--- src/rtl/writeback_unit_if.sv ---
// Retire-side bus of writeback_unit: instruction handshake, load return,
// register_bank write port and operand-read forwarding/hazard signals.
interface writeback_unit_if #(
   parameter int unsigned DATA_W = 32,
   parameter int unsigned ADDR_W = 4
);
   logic              IN_VALID;
   logic              IN_READY;
   logic [ADDR_W-1:0] DEST;
   logic              W_EN;
   logic [1:0]        SRC_SEL;
   logic [DATA_W-1:0] ALU_RES;
   logic [DATA_W-1:0] PC;
   logic [DATA_W-1:0] MEM_DATA;
   logic              MEM_VALID;
   logic [ADDR_W-1:0] RA;
   logic [ADDR_W-1:0] RB;
   logic [ADDR_W-1:0] WC;
   logic [DATA_W-1:0] WPC;
   logic              W_RB;
   logic              FWD_A;
   logic              FWD_B;
   logic [DATA_W-1:0] FWD_DATA;
   logic              HAZ;
   logic              ERR;

   modport master (
      output IN_VALID, DEST, W_EN, SRC_SEL, ALU_RES, PC, MEM_DATA, MEM_VALID, RA, RB,
      input  IN_READY, WC, WPC, W_RB, FWD_A, FWD_B, FWD_DATA, HAZ, ERR
   );

   modport slave (
      input  IN_VALID, DEST, W_EN, SRC_SEL, ALU_RES, PC, MEM_DATA, MEM_VALID, RA, RB,
      output IN_READY, WC, WPC, W_RB, FWD_A, FWD_B, FWD_DATA, HAZ, ERR
   );
endinterface

--- src/rtl/writeback_unit.sv ---
// Final pipeline stage: selects ALU / load / link result and commits it to
// register_bank as a single one-cycle write pulse, with forwarding and load hazard.
module writeback_unit #(
   parameter int unsigned DATA_W      = 32,
   parameter int unsigned ADDR_W      = 4,
   parameter int unsigned MEM_TIMEOUT = 15,
   parameter int unsigned LINK_OFFSET = 1
) (
   input logic              CLK,
   input logic              RST,
   writeback_unit_if.slave  bus
);
   localparam int unsigned CNT_W = $clog2(MEM_TIMEOUT + 1);

   typedef enum logic [1:0] {IDLE, WAIT_MEM, COMMIT} state_t;

   state_t            r_state, w_next;
   logic [ADDR_W-1:0] r_dest;
   logic              r_wen;
   logic [CNT_W-1:0]  r_cnt;
   logic [ADDR_W-1:0] r_wc;
   logic [DATA_W-1:0] r_wpc;
   logic              r_wrb;
   logic              r_err;

   logic              w_accept;
   logic              w_expire;
   logic              w_err_evt;
   logic [ADDR_W-1:0] w_dest;
   logic              w_wen;
   logic [DATA_W-1:0] w_value;
   logic [DATA_W-1:0] w_link;
   logic              w_in_ready;
   logic              w_fwd_a, w_fwd_b, w_haz;
   logic [DATA_W-1:0] w_fwd_data;

   assign w_accept  = (r_state == IDLE) && bus.IN_VALID;
   assign w_expire  = (r_state == WAIT_MEM) && !bus.MEM_VALID
                      && (r_cnt == CNT_W'(MEM_TIMEOUT - 1));
   assign w_err_evt = (w_accept && (bus.SRC_SEL == 2'b11)) || w_expire;
   assign w_link    = bus.PC + DATA_W'(LINK_OFFSET);

   // State register
   always_ff @(posedge CLK or posedge RST) begin
      if (RST) r_state <= IDLE;
      else     r_state <= w_next;
   end

   // Next-state logic
   always_comb begin
      w_next = r_state;
      case (r_state)
         IDLE: begin
            if (w_accept) begin
               case (bus.SRC_SEL)
                  2'b00, 2'b10: w_next = COMMIT;
                  2'b01:        w_next = WAIT_MEM;
                  default:      w_next = IDLE;
               endcase
            end
         end
         WAIT_MEM: begin
            if (bus.MEM_VALID)  w_next = COMMIT;
            else if (w_expire)  w_next = IDLE;
         end
         COMMIT:  w_next = IDLE;
         default: w_next = IDLE;
      endcase
   end

   // Outputs decoded from state
   always_comb begin
      w_in_ready = (r_state == IDLE);
      w_fwd_a    = (r_state == COMMIT) && r_wen && (bus.RA == r_dest);
      w_fwd_b    = (r_state == COMMIT) && r_wen && (bus.RB == r_dest);
      w_fwd_data = (r_state == COMMIT) ? r_wpc : '0;
      w_haz      = (r_state == WAIT_MEM) && r_wen
                   && ((bus.RA == r_dest) || (bus.RB == r_dest));
   end

   // Commit fields come straight from the bus on the ALU/LINK path, from the captured copy on a load
   always_comb begin
      w_dest  = (r_state == IDLE) ? bus.DEST : r_dest;
      w_wen   = (r_state == IDLE) ? bus.W_EN : r_wen;
      w_value = bus.MEM_DATA;
      if (r_state == IDLE) w_value = (bus.SRC_SEL == 2'b10) ? w_link : bus.ALU_RES;
   end

   always_ff @(posedge CLK or posedge RST) begin
      if (RST) begin
         r_dest <= '0;
         r_wen  <= 1'b0;
         r_cnt  <= '0;
         r_wc   <= '0;
         r_wpc  <= '0;
         r_wrb  <= 1'b0;
         r_err  <= 1'b0;
      end else begin
         r_err <= w_err_evt;
         r_wrb <= 1'b0;
         if (w_accept) begin
            r_dest <= bus.DEST;
            r_wen  <= bus.W_EN;
            r_cnt  <= '0;
         end else if (r_state == WAIT_MEM) begin
            r_cnt <= r_cnt + 1'b1;
         end
         if (w_next == COMMIT) begin
            r_wc  <= w_dest;
            r_wpc <= w_value;
            r_wrb <= w_wen;
         end
      end
   end

   assign bus.IN_READY = w_in_ready;
   assign bus.WC       = r_wc;
   assign bus.WPC      = r_wpc;
   assign bus.W_RB     = r_wrb;
   assign bus.FWD_A    = w_fwd_a;
   assign bus.FWD_B    = w_fwd_b;
   assign bus.FWD_DATA = w_fwd_data;
   assign bus.HAZ      = w_haz;
   assign bus.ERR      = r_err;
endmodule

--- src/flat_wrapper.sv ---
// flat-port wrapper written by rule: the top's interface ports become plain ports
module writeback_unit_flat 
#(
   parameter int unsigned DATA_W      = 32,
   parameter int unsigned ADDR_W      = 4,
   parameter int unsigned MEM_TIMEOUT = 15,
   parameter int unsigned LINK_OFFSET = 1
)
  (CLK, RST, bus_IN_VALID, bus_DEST, bus_W_EN, bus_SRC_SEL, bus_ALU_RES, bus_PC, bus_MEM_DATA, bus_MEM_VALID, bus_RA, bus_RB, bus_IN_READY, bus_WC, bus_WPC, bus_W_RB, bus_FWD_A, bus_FWD_B, bus_FWD_DATA, bus_HAZ, bus_ERR);
  writeback_unit_if #(.DATA_W(DATA_W), .ADDR_W(ADDR_W)) bus_i ();
  input logic CLK;
  input logic RST;
  input wire logic [$bits(bus_i.IN_VALID)-1:0] bus_IN_VALID;
  input wire logic [$bits(bus_i.DEST)-1:0] bus_DEST;
  input wire logic [$bits(bus_i.W_EN)-1:0] bus_W_EN;
  input wire logic [$bits(bus_i.SRC_SEL)-1:0] bus_SRC_SEL;
  input wire logic [$bits(bus_i.ALU_RES)-1:0] bus_ALU_RES;
  input wire logic [$bits(bus_i.PC)-1:0] bus_PC;
  input wire logic [$bits(bus_i.MEM_DATA)-1:0] bus_MEM_DATA;
  input wire logic [$bits(bus_i.MEM_VALID)-1:0] bus_MEM_VALID;
  input wire logic [$bits(bus_i.RA)-1:0] bus_RA;
  input wire logic [$bits(bus_i.RB)-1:0] bus_RB;
  output wire logic [$bits(bus_i.IN_READY)-1:0] bus_IN_READY;
  output wire logic [$bits(bus_i.WC)-1:0] bus_WC;
  output wire logic [$bits(bus_i.WPC)-1:0] bus_WPC;
  output wire logic [$bits(bus_i.W_RB)-1:0] bus_W_RB;
  output wire logic [$bits(bus_i.FWD_A)-1:0] bus_FWD_A;
  output wire logic [$bits(bus_i.FWD_B)-1:0] bus_FWD_B;
  output wire logic [$bits(bus_i.FWD_DATA)-1:0] bus_FWD_DATA;
  output wire logic [$bits(bus_i.HAZ)-1:0] bus_HAZ;
  output wire logic [$bits(bus_i.ERR)-1:0] bus_ERR;
  assign bus_i.IN_VALID = bus_IN_VALID;
  assign bus_i.DEST = bus_DEST;
  assign bus_i.W_EN = bus_W_EN;
  assign bus_i.SRC_SEL = bus_SRC_SEL;
  assign bus_i.ALU_RES = bus_ALU_RES;
  assign bus_i.PC = bus_PC;
  assign bus_i.MEM_DATA = bus_MEM_DATA;
  assign bus_i.MEM_VALID = bus_MEM_VALID;
  assign bus_i.RA = bus_RA;
  assign bus_i.RB = bus_RB;
  assign bus_IN_READY = bus_i.IN_READY;
  assign bus_WC = bus_i.WC;
  assign bus_WPC = bus_i.WPC;
  assign bus_W_RB = bus_i.W_RB;
  assign bus_FWD_A = bus_i.FWD_A;
  assign bus_FWD_B = bus_i.FWD_B;
  assign bus_FWD_DATA = bus_i.FWD_DATA;
  assign bus_HAZ = bus_i.HAZ;
  assign bus_ERR = bus_i.ERR;
  writeback_unit #(.DATA_W(DATA_W), .ADDR_W(ADDR_W), .MEM_TIMEOUT(MEM_TIMEOUT), .LINK_OFFSET(LINK_OFFSET)) u_core (.CLK(CLK), .RST(RST), .bus(bus_i));
endmodule
--- config.mk ---
export PLATFORM = sky130hd
export DESIGN_NAME = writeback_unit_flat
export DESIGN_NICKNAME = d
export VERILOG_FILES = /design/src/rtl/writeback_unit_if.sv /design/src/rtl/writeback_unit.sv /design/src/flat_wrapper.sv
export SDC_FILE = /design/constraint.sdc
export NUM_CORES = 1
export LEC_CHECK = 0
export CAP_MARGIN = 25
export CORE_AREA = 5 5 104 106
export CTS_CLUSTER_SIZE = 28
export DETAILED_ROUTE_END_ITERATION = 16
export DIE_AREA = 0 0 109 111
export PLACE_DENSITY = 0.74
export REMOVE_ABC_BUFFERS = 1
export SLEW_MARGIN = 5
export SYNTH_ARGS = -nofsm -noshare
export SYNTH_HDL_FRONTEND = slang
export SYNTH_SLANG_ARGS = --single-unit
--- constraint.sdc ---
create_clock -name CLK -period 1.77 [get_ports CLK]
set_clock_uncertainty 0.05 [all_clocks]
set_input_delay 0.531 -clock CLK [delete_from_list [all_inputs] [get_ports CLK]]
set_output_delay 0.531 -clock CLK [all_outputs]
set_load 0.02 [all_outputs]
## Word level (Yosys, flattened, before mapping)

Index checks and enable logic that the tools add are counted.

- Add/subtract/negate cells: 2
- $mul: 0
- Div/mod/pow operators: 0
- Magnitude comparators: 0
- Equal/unequal tests: 9
- Shift operators: 0
- Multiplexer cells: 13
- Bitwise logic cells: 0
- Reductions and logical operators: 16

Operators by type and width:

| operator | count |
|---|---|
| two-way mux 32 bit | 3 |
| adder 32 x 1 -> 32 bit (second input constant) | 1 |
| two-way mux 4 bit | 3 |
| logical AND 1 bit | 9 |
| == test 2 bit (second input constant) | 4 |
| == test 4 bit | 2 |
| one-hot mux 2 bit (2 select lines) | 2 |
| two-way mux 2 bit | 3 |
| adder 4 x 1 -> 4 bit (second input constant) | 1 |
| == test 2 x 1 -> 1 bit (second input constant) | 2 |
| == test 4 bit (second input constant) | 1 |
| logical NOT 2 bit | 2 |
| logical OR 1 bit | 2 |
| two-way mux 1 bit | 2 |
| nonzero test 2 bit | 1 |
| OR reduction 2 bit | 1 |
| logical NOT 1 bit | 1 |

- Bits in registers: 49
- Latch bits: 0
- Bits in writable memories: 0
- Bits in read-only memories: 0
- Input port bits: 115
- Output and inout port bits: 74
- Logic and storage cells: 48
- Memories: 0

## Logic depth before layout (Yosys ltp)

Gate-level depths: netlist of run 1.

- Depth after elaboration: 8
- Gate-level depth with buffers: 7
- Gate-level depth less buffers: 6

## Worst setup path before layout of run 1

Ideal clock, no wire load.

- Kind: input-to-reg
- Start: input port bus_PC[0]
- End: register u_core.r_wpc[23], in the netlist u_core.bus.WPC[23]
- Arrival time: 2.094 ns
- Slack: -0.438 ns
- Stages on the path: 6
- Buffers on the path: 1
- Cells stage by stage: nand4_2 > or4_4 > buf_6 > or4_1 > a31oi_1 > a21o_1

- Cells in the longest elaborated chain, start to end: 3

Ends and longest elaborated chain:

| item | RTL line | RTL |
|---|---|---|
| start, declared | flat_wrapper.sv:18 | `input wire logic [$bits(bus_i.PC)-1:0] bus_PC;` |
| adder 32 x 1 -> 32 bit | writeback_unit.sv:41 | `assign w_link = bus.PC + DATA_W'(LINK_OFFSET);` |
| two-way mux 32 bit (2 in series) | writeback_unit.sv:86 | `if (r_state == IDLE) w_value = (bus.SRC_SEL == 2'b10) ? w_link : bus.ALU_RES;` |
| end signal, assigned | writeback_unit.sv:110 | `r_wpc <= w_value;` |
| end, declared | writeback_unit.sv:22 | `logic [DATA_W-1:0] r_wpc;` |

No other way between the ends.
A chain may end at the register's enable or synchronous reset.

## Final worst setup path of run 1

- Start: input port bus_RA[1]
- End: output port bus_FWD_A

- Cells in the longest elaborated chain, start to end: 2

Ends and longest elaborated chain:

| item | RTL line | RTL |
|---|---|---|
| start, declared | flat_wrapper.sv:21 | `input wire logic [$bits(bus_i.RA)-1:0] bus_RA;` |
| == test 4 bit | writeback_unit.sv:74 | `w_fwd_a = (r_state == COMMIT) && r_wen && (bus.RA == r_dest);` |
| logical AND 1 bit | writeback_unit.sv:74 |  |
| end, declared | flat_wrapper.sv:27 | `output wire logic [$bits(bus_i.FWD_A)-1:0] bus_FWD_A;` |

No other way between the ends.

==> out/metrics.csv, run 1 <==
stage;metric;value;unit
die;top-level I/O count;189;
power_and_ir_drop;PD cells;747.5;nW/um^2
routing;sum of routed wire segments on met1;5.983;mm
power_and_ir_drop;sw power;1.985;mW
timing;Min Hold Slack;0.4469;ns
job;# Max-Cap Violations;0;
layout;ratio of cells with drive above 1 in the final layout;41.32;%
critical_path;worst stage delay on the critical path;0.25;ns
clock_tree;clock tree from TritonCTS;built;
routing;Routed met2 length;8.486;mm
global_routing;via count of the first global-routing pass;4657;
routing;Met3 Routed Length;1.045;mm
critical_path;Worst R2R Setup Slack;-0.02;ns
die;width of the die;109;microns
power_and_ir_drop;Int Pwr;3.331;mW
power_and_ir_drop;switching share of power;37.34;%
clock_tree;buffer depth of the longest clock path;2;
critical_path;kind of end point of the critical path;primary output;
timing;final critical-path required period;2.057;ns
placed_design;GPL Wtd Cong;0.8617;
timing;final setup vio count;45;
clock_tree;TritonCTS Buffers;5;
routing;number of iterations in the first detailed-routing pass;4;
synthesis;post-synthesis cell count;410;
layout;ANT cells;0;
critical_path;start-to-end type of the worst setup path;input port to primary output;
placed_design;DPL Wire Length;11.06;mm
routing;via density per instance;5.208;
critical_path;crit path launch type;input port;
layout;top library cells by usage in the layout, fill and taps aside;sky130_fd_sc_hd__clkdlybuf4s50_1 (80), sky130_fd_sc_hd__buf_4 (79), sky130_fd_sc_hd__buf_6 (68);
global_routing;total congestion overflow after global routing;0;
synthesis;number of enable-type register cells in the synthesized netlist;0;
power_and_ir_drop;Seq pwr share;31.5;%
die;initial core utilization;35.04;%
routing;total detailed-routing wirelength;15.88;mm
layout;leading cell type in the layout, fill and taps excluded;sky130_fd_sc_hd__clkdlybuf4s50_1;
critical_path;worst-path fanout max;2;
layout;area overhead of the layout relative to synthesis;109.6;%
timing;Final Hold Fails;0;
routing;vias after detailed routing;4323;
timing;share of the cycle needed by the critical path after routing;116.2;%
power_and_ir_drop;combinational fraction of design power;50.4;%
placed_design;instance count after placement with tap cells included;790;
timing;slack of the critical path;-0.2869;ns
synthesis;post-synthesis sequential area ratio;36.14;%
run_status;outcome;complete, but fails checks;
clock_tree;clock sinks;49;
power_and_ir_drop;leakage power of the design;3.254;nW
min_path;worst hold-check path type;register to register;
critical_path;library cell contributing the largest single delay on the critical path;sky130_fd_sc_hd__dlygate4sd2_1;
critical_path;critical path cell sequence;dlygate4sd2_1 > xnor2_1 > nand4_1 > buf_4 > nor2_4 > buf_6;
timing;slew at the pin closest to its max-slew limit;0.3348;ns
critical_path;data arrival time of the critical path;1.48;ns
run_status;violations in the final reports;negative setup slack;
routing;count of unresolved DRC violations after routing;0;
routing;violation count after the first detailed-routing iteration;183;
critical_path;required time of the critical path;1.19;ns
global_routing;GRT Resource Usage Total;25.39;%
layout;FILL cells;727;
layout;Util after Layout;73.42;%
global_routing;first-pass GRT wire length;24.21;mm
synthesis;FF+latch count, synth;49;
power_and_ir_drop;Worst VDD drop;0.4322;mV
clock_tree;depth of the CTS H-tree;2;
clock_tree;hold buffer count at cts;0;
synthesis;asr flop ratio synth;100.0;%
synthesis;count of warnings emitted by yosys;0;
clock_tree;clock-pin slew of the registers on the worst-case setup and hold paths;0.09;ns
synthesis;commonest register cell after synthesis;sky130_fd_sc_hd__dfrtp_1;
global_routing;antenna violations before repair;0;
placed_design;post-detailed-placement cell area;6037;sq um
die;placement row count;36;
layout;layout net count;814;
synthesis;number of library cell types mapped by synthesis;50;
die;Floorplan Core Area;9684;sq um
clock_tree;clock latency on the worst-skew pair;0.31;ns
routing;final routed wire length divided by cell count;19.13;microns
layout;final standard cell area without fillers;7111;sq um
synthesis;Synth Area per Inst;8.276;sq um
placed_design;IO buf count;188;
timing;headroom to the max-slew limit;77.68;%
routing;count of nets left with antenna violations after detail routing;0;
synthesis;Synth Cell Area;3393;sq um
clock_tree;clock root buffer;sky130_fd_sc_hd__clkbuf_8;
die;area of the die;12100;sq um
die;die height;111;microns
layout;non-filler instance count after layout;830;
timing;number of max-slew violations in the final report;0;
global_routing;maximum number of pins on one net before global-route repair;50;
power_and_ir_drop;Clk pwr share;18.1;%
routing;Top Layer Used;met4;
timing;Fmax achieved;486.2;MHz
timing;RSZ-0062 raised after global routing;yes;
[what timing repair did]
| item | in CTS | in global routing |
|---|---|---|
| setup endpoints to repair | 110 | 78 |
| pin swaps | 70 | 27 |
| cloned | 2 | 4 |
| resized for setup | 471 | 76 |
| endpoints found under the hold margin | 0 | 0 |
| setup buffers | 22 | 9 |
[Yosys cell counts, types with 3 or more instances]
cell type	n	area share, %
sky130_fd_sc_hd__ha_1	3	1.1
sky130_fd_sc_hd__and2_1	33	6.1
sky130_fd_sc_hd__a31oi_1	5	0.92
sky130_fd_sc_hd__a22o_1	6	1.5
sky130_fd_sc_hd__a22oi_1	4	0.88
sky130_fd_sc_hd__or2_2	4	0.74
sky130_fd_sc_hd__a211oi_1	3	0.66
sky130_fd_sc_hd__nor4_1	8	1.5
sky130_fd_sc_hd__a21oi_1	29	4.3
sky130_fd_sc_hd__a221oi_1	7	1.8
sky130_fd_sc_hd__clkbuf_1	24	2.7
sky130_fd_sc_hd__xnor2_1	29	7.5
sky130_fd_sc_hd__inv_1	8	0.88
sky130_fd_sc_hd__nand2_1	43	4.8
sky130_fd_sc_hd__nand2b_1	3	0.55
sky130_fd_sc_hd__dfrtp_1	49	36
sky130_fd_sc_hd__nor3_1	6	0.88
sky130_fd_sc_hd__o21ai_0	30	4.4
sky130_fd_sc_hd__nand4_1	9	1.7
sky130_fd_sc_hd__mux2_2	5	1.7
sky130_fd_sc_hd__xor2_1	7	1.8
sky130_fd_sc_hd__nand3_1	14	2.1
sky130_fd_sc_hd__o221ai_1	5	1.3
sky130_fd_sc_hd__and3_1	12	2.2
sky130_fd_sc_hd__nor2_1	32	3.5
sky130_fd_sc_hd__o22ai_1	4	0.74
sky130_fd_sc_hd__nor2b_1	3	0.55
[critical path: cells and delay by family]
kind | cells | cell delay (ns)
XOR/XNOR | 1 | 0.14
AND/OR/NAND/NOR | 2 | 0.24
buffers and inverters | 3 | 0.56
[metal layers]
layer,vias up,GRT usage [%]
li1,2035,-
met1,2091,29.09
met2,164,45.66
met3,33,5.533
met4,0,8.670
met5,-,0
[logic make-up (layout without fill, tap and decap cells)]
| family | Yosys count | count (layout) | share of synthesized area (%) |
|---|---|---|---|
| flip-flops | 49 | 49 | 36.14 |
| XOR/XNOR | 36 | 36 | 9.292 |
| adder cells (fa/ha/maj) | 3 | 3 | 1.106 |
| AND/OR/NAND/NOR | 181 | 181 | 28.69 |
| buffers and inverters | 34 | 321 | 4.093 |
| AO/OA/AOI/OAI | 101 | 101 | 18.73 |
| multiplexers | 6 | 6 | 1.954 |
[power by group through the flow]
stage                     Combinational [mW]  Clock (mW)  Sequential [mW]
after detailed placement                2.44           0             1.66
after global placement                  2.40           0             1.64
after floorplan                        0.744           0             1.92
after CTS                               2.48       0.978             1.65
after global routing                    2.84        1.02             1.71
final                                   2.68       0.962             1.67
[metrics by stage]
step	worst slack (ns)	total power [mW]	setup TNS (ns)
after global routing	-0.3451	5.577	-12.57
after global placement	-1.012	4.041	-40.71
after CTS	-0.2393	5.102	-8.406
final	-0.2869	5.315	-8.843
after floorplan	-1.305	2.665	-49.38
after detailed placement	-1.082	4.099	-42.50
[worst paths after layout]
check / start / endpoint / cells after the start
worst max-delay path: bus_RA[1] / bus_FWD_A / 6
worst min-delay path: u_core.r_cnt[3] / u_core.r_cnt[3] / 1
worst max register to register: u_core.r_state[0] / u_core.bus.WPC[26] / 7
worst min register to register: u_core.r_cnt[3] / u_core.r_cnt[3] / 1
max in group asynchronous: RST / u_core.bus.WPC[15] / 3
min in group asynchronous: RST / u_core.bus.WPC[12] / 3
[flip-flops by register name, summed over array words and instances (netlist names)]
register	count
u_core.bus.ERR	1
u_core.bus.WC	4
u_core.bus.WPC	32
u_core.bus.W_RB	1
u_core.r_cnt	4
u_core.r_dest	4
u_core.r_state	2
u_core.r_wen	1
[area by class of cell]
class                   count  area, sq um  area share [%]
multi-input cells         327         2549           35.84
well taps                 133        166.4           2.340
inverters                   8        35.03          0.4927
clock buffers               5        68.82          0.9678
flip-flops and latches     49         1227           17.26
clock inverters             3        65.06          0.9150
repair buffers            305         2999           42.18
Note: power is estimated with default switching activity, not from simulation.
==> run 2, diff against run 1 <==
--- a/config.mk
+++ b/config.mk
@@ -12,6 +12,7 @@
 export DIE_AREA = 0 0 109 111
 export PLACE_DENSITY = 0.74
 export REMOVE_ABC_BUFFERS = 1
+export SKIP_CTS_REPAIR_TIMING = 1
 export SLEW_MARGIN = 5
 export SYNTH_ARGS = -nofsm -noshare
 export SYNTH_HDL_FRONTEND = slang
==> constraint.sdc (replaced) <==
create_clock -name CLK -period 1.77 [get_ports CLK]
set_clock_uncertainty 0.05 [all_clocks]
set_input_delay 0.354 -clock CLK [delete_from_list [all_inputs] [get_ports CLK]]
set_output_delay 0.354 -clock CLK [all_outputs]
set_load 0.02 [all_outputs]
==> run 2 against run 1 <==
- wire length fell by 8.0%
- fmax rose by 13%
- clock power fell by 11%
- cell count fell by 2.5%
- largest power group unchanged
- highest routed layer unchanged
- the run still ends with negative setup slack left
- via count fell by 3.2%
- flip-flop and latch count did not move
- global-route usage fell by 3.0 points
- critical path depth fell by 1
- first-iteration DRC count fell by 26%
==> out/metrics.csv, run 2 (synthesis results as in run 1) <==
stage;metric;value;unit;change
layout;ratio of cells with drive above 1 in the final layout;34.62;%;-6.7 points
power_and_ir_drop;Worst VDD drop;0.4978;mV;+15%
timing;final critical-path required period;1.819;ns;-0.2377 ns
timing;final setup vio count;7;;-84%
die;Floorplan Core Area;9684;sq um;unchanged
placed_design;pre-CTS setup slack;-0.9841;ns;+0.09792 ns
die;top-level I/O count;189;;unchanged
clock_tree;clock tree from TritonCTS;built;;
timing;RSZ-0062 raised after global routing;yes;;
critical_path;crit path launch type;register;;
die;placement row count;36;;unchanged
critical_path;required time of the critical path;1.37;ns;+0.18 ns
timing;Min Hold Slack;0.3582;ns;-0.08871 ns
critical_path;data arrival time of the critical path;1.42;ns;-0.06 ns
critical_path;kind of end point of the critical path;primary output;;
clock_tree;depth of the CTS H-tree;2;;unchanged
min_path;worst hold-check path type;input port to async pin;;
clock_tree;clock latency on the worst-skew pair;0.30;ns;about the same
routing;vias after detailed routing;4184;;-3.2%
routing;count of unresolved DRC violations after routing;0;;unchanged
layout;number of flip-flops under the largest register name;32;;unchanged
layout;area overhead of the layout relative to synthesis;99.37;%;
global_routing;Global Route met3 Usage;5.533;%;unchanged
placed_design;DPL Wire Length;10.89;mm;-1.6%
power_and_ir_drop;PD cells;767.4;nW/um^2;+2.7%
global_routing;maximum number of pins on one net before global-route repair;50;;unchanged
run_status;violations in the final reports;negative setup slack;;
global_routing;GRT Resource Usage Total;22.41;%;-3.0 points
die;width of the die;109;microns;unchanged
timing;number of max-slew violations in the final report;0;;unchanged
power_and_ir_drop;PnR Total Power;5.192;mW;-2.3%
die;die height;111;microns;unchanged
routing;number of iterations in the first detailed-routing pass;4;;unchanged
global_routing;first-pass GRT wire length;21.62;mm;-11%
layout;FILL cells;761;;+4.7%
global_routing;via count of the first global-routing pass;4299;;-7.7%
global_routing;met1 track demand over resource;25.31;%;-3.8 points
global_routing;GR Layer Usage met2;40.05;%;-5.6 points
routing;final routed wire length divided by cell count;18.06;microns;-5.6%
routing;total detailed-routing wirelength;14.61;mm;-8.0%
routing;count of nets left with antenna violations after detail routing;0;;unchanged
clock_tree;clock sinks;49;;unchanged
global_routing;total congestion overflow after global routing;0;;unchanged
routing;violation count after the first detailed-routing iteration;135;;-26%
critical_path;start-to-end type of the worst setup path;register to primary output;;
placed_design;post-detailed-placement cell area;5992;sq um;-0.75%
layout;ANT cells;0;;unchanged
die;area of the die;12100;sq um;unchanged
clock_tree;TritonCTS Buffers;5;;unchanged
layout;final standard cell area without fillers;6765;sq um;-4.9%
layout;layout net count;793;;-2.6%
placed_design;IO buf count;188;;unchanged
clock_tree;clock-pin slew of the registers on the worst-case setup and hold paths;0.10;ns;about the same
global_routing;antenna violations before repair;0;;unchanged
global_routing;busiest layer in global routing;met2;;
power_and_ir_drop;leakage power of the design;3.174;nW;-2.5%
timing;slew at the pin closest to its max-slew limit;0.3934;ns;+0.05855 ns
timing;Fmax achieved;549.7;MHz;+13%
timing;share of the cycle needed by the critical path after routing;102.8;%;-13 points
placed_design;GPL Wtd Cong;0.8229;;-4.5%
layout;leading cell type in the layout, fill and taps excluded;sky130_fd_sc_hd__clkdlybuf4s50_1;;
clock_tree;buffer depth of the longest clock path;2;;unchanged
critical_path;worst-path fanout max;15;;+13
timing;Final Hold Fails;0;;unchanged
timing;Final TNS setup;-0.2004;ns;+8.643 ns
layout;top library cells by usage in the layout, fill and taps aside;sky130_fd_sc_hd__clkdlybuf4s50_1 (110), sky130_fd_sc_hd__buf_4 (79), sky130_fd_sc_hd__dfrtp_1 (49);;
die;initial core utilization;35.04;%;unchanged
job;# Max-Cap Violations;0;;unchanged
run_status;outcome;complete, but fails checks;;
critical_path;Worst R2R Setup Slack;0.02;ns;+0.04 ns
routing;via density per instance;5.172;;-0.70%
clock_tree;clock root buffer;sky130_fd_sc_hd__clkbuf_8;;
timing;slack of the critical path;-0.04921;ns;+0.2377 ns
timing;headroom to the max-slew limit;73.53;%;-4.1 points
-- run 2: changes by cell type in the layout (fill, tap and decap cells not counted), moves of 5 or more --
cell,previous run,this run
sky130_fd_sc_hd__and2_4,31,14
sky130_fd_sc_hd__buf_6,68,44
sky130_fd_sc_hd__clkdlybuf4s50_1,80,110
sky130_fd_sc_hd__dlymetal6s2s_1,0,28
sky130_fd_sc_hd__clkdlybuf4s15_1,6,0
sky130_fd_sc_hd__dlygate4sd2_1,46,0
sky130_fd_sc_hd__clkbuf_2,1,8
sky130_fd_sc_hd__nor4_4,10,5
sky130_fd_sc_hd__and2_1,2,18
sky130_fd_sc_hd__buf_2,6,1
-- run 2: report_power, final --
group / switching (mW) / internal (mW)
clock: 0.399 / 0.460
sequential: 0.264 / 1.40
combinational: 1.24 / 1.42
-- run 2: layer usage --
metal | share of wire [%] | routed length (microns) | vias to the layer above
met5 | 0 | 0 | -
met4 | 2.7 | 400 | 0
met3 | 6.8 | 1000 | 31
met2 | 52 | 7639 | 157
met1 | 38 | 5570 | 1996
li1 | - | - | 2000
-- run 2: critical path, stage by stage, from the launching register on --
cell and delay (ns):
sky130_fd_sc_hd__dfrtp_1 0.44, sky130_fd_sc_hd__nor2b_4 0.18, sky130_fd_sc_hd__buf_8 0.16, sky130_fd_sc_hd__nand2_1 0.08, sky130_fd_sc_hd__nor2_1 0.11, sky130_fd_sc_hd__buf_4 0.15
-- run 2: final cells by class --
type                            count  area (sq um)  area share [%]
Tap cell                          133         166.4           2.460
Inverter                            8         35.03          0.5178
Sequential cell                    49          1226           18.12
Clock buffer                        6         82.58           1.221
Clock inverter                      2         37.54          0.5548
Multi-Input combinational cell    327          2367           34.99
Timing Repair Buffer              284          2850           42.13
-- run 2: worst paths after layout --
check,endpoint,depth (start not counted),start
setup / recovery,bus_FWD_B,5,u_core.r_state[0]
hold / removal,u_core.bus.WPC[16],3,RST
setup reg to reg,u_core.bus.WPC[27],7,u_core.r_state[0]
hold reg to reg,u_core.r_cnt[3],1,u_core.r_cnt[3]
max in group asynchronous,u_core.bus.WPC[29],3,RST
min in group CLK,u_core.bus.WPC[13],4,bus_PC[13]
-- run 2: per-stage QoR --
stage	util [%]	instances
after global placement	61.87	784
after global routing	69.86	809
after floorplan	-	384
after detailed placement	61.87	784
after CTS	63.11	792
final	69.86	809
==> run 3, diff against run 2 <==
--- a/config.mk
+++ b/config.mk
@@ -13,7 +13,7 @@
 export PLACE_DENSITY = 0.74
 export REMOVE_ABC_BUFFERS = 1
 export SKIP_CTS_REPAIR_TIMING = 1
-export SLEW_MARGIN = 5
+export SLEW_MARGIN = 0
 export SYNTH_ARGS = -nofsm -noshare
 export SYNTH_HDL_FRONTEND = slang
 export SYNTH_SLANG_ARGS = --single-unit
==> results of run 3 <==
Final layout, timing and power as in run 2 (identical DEF).
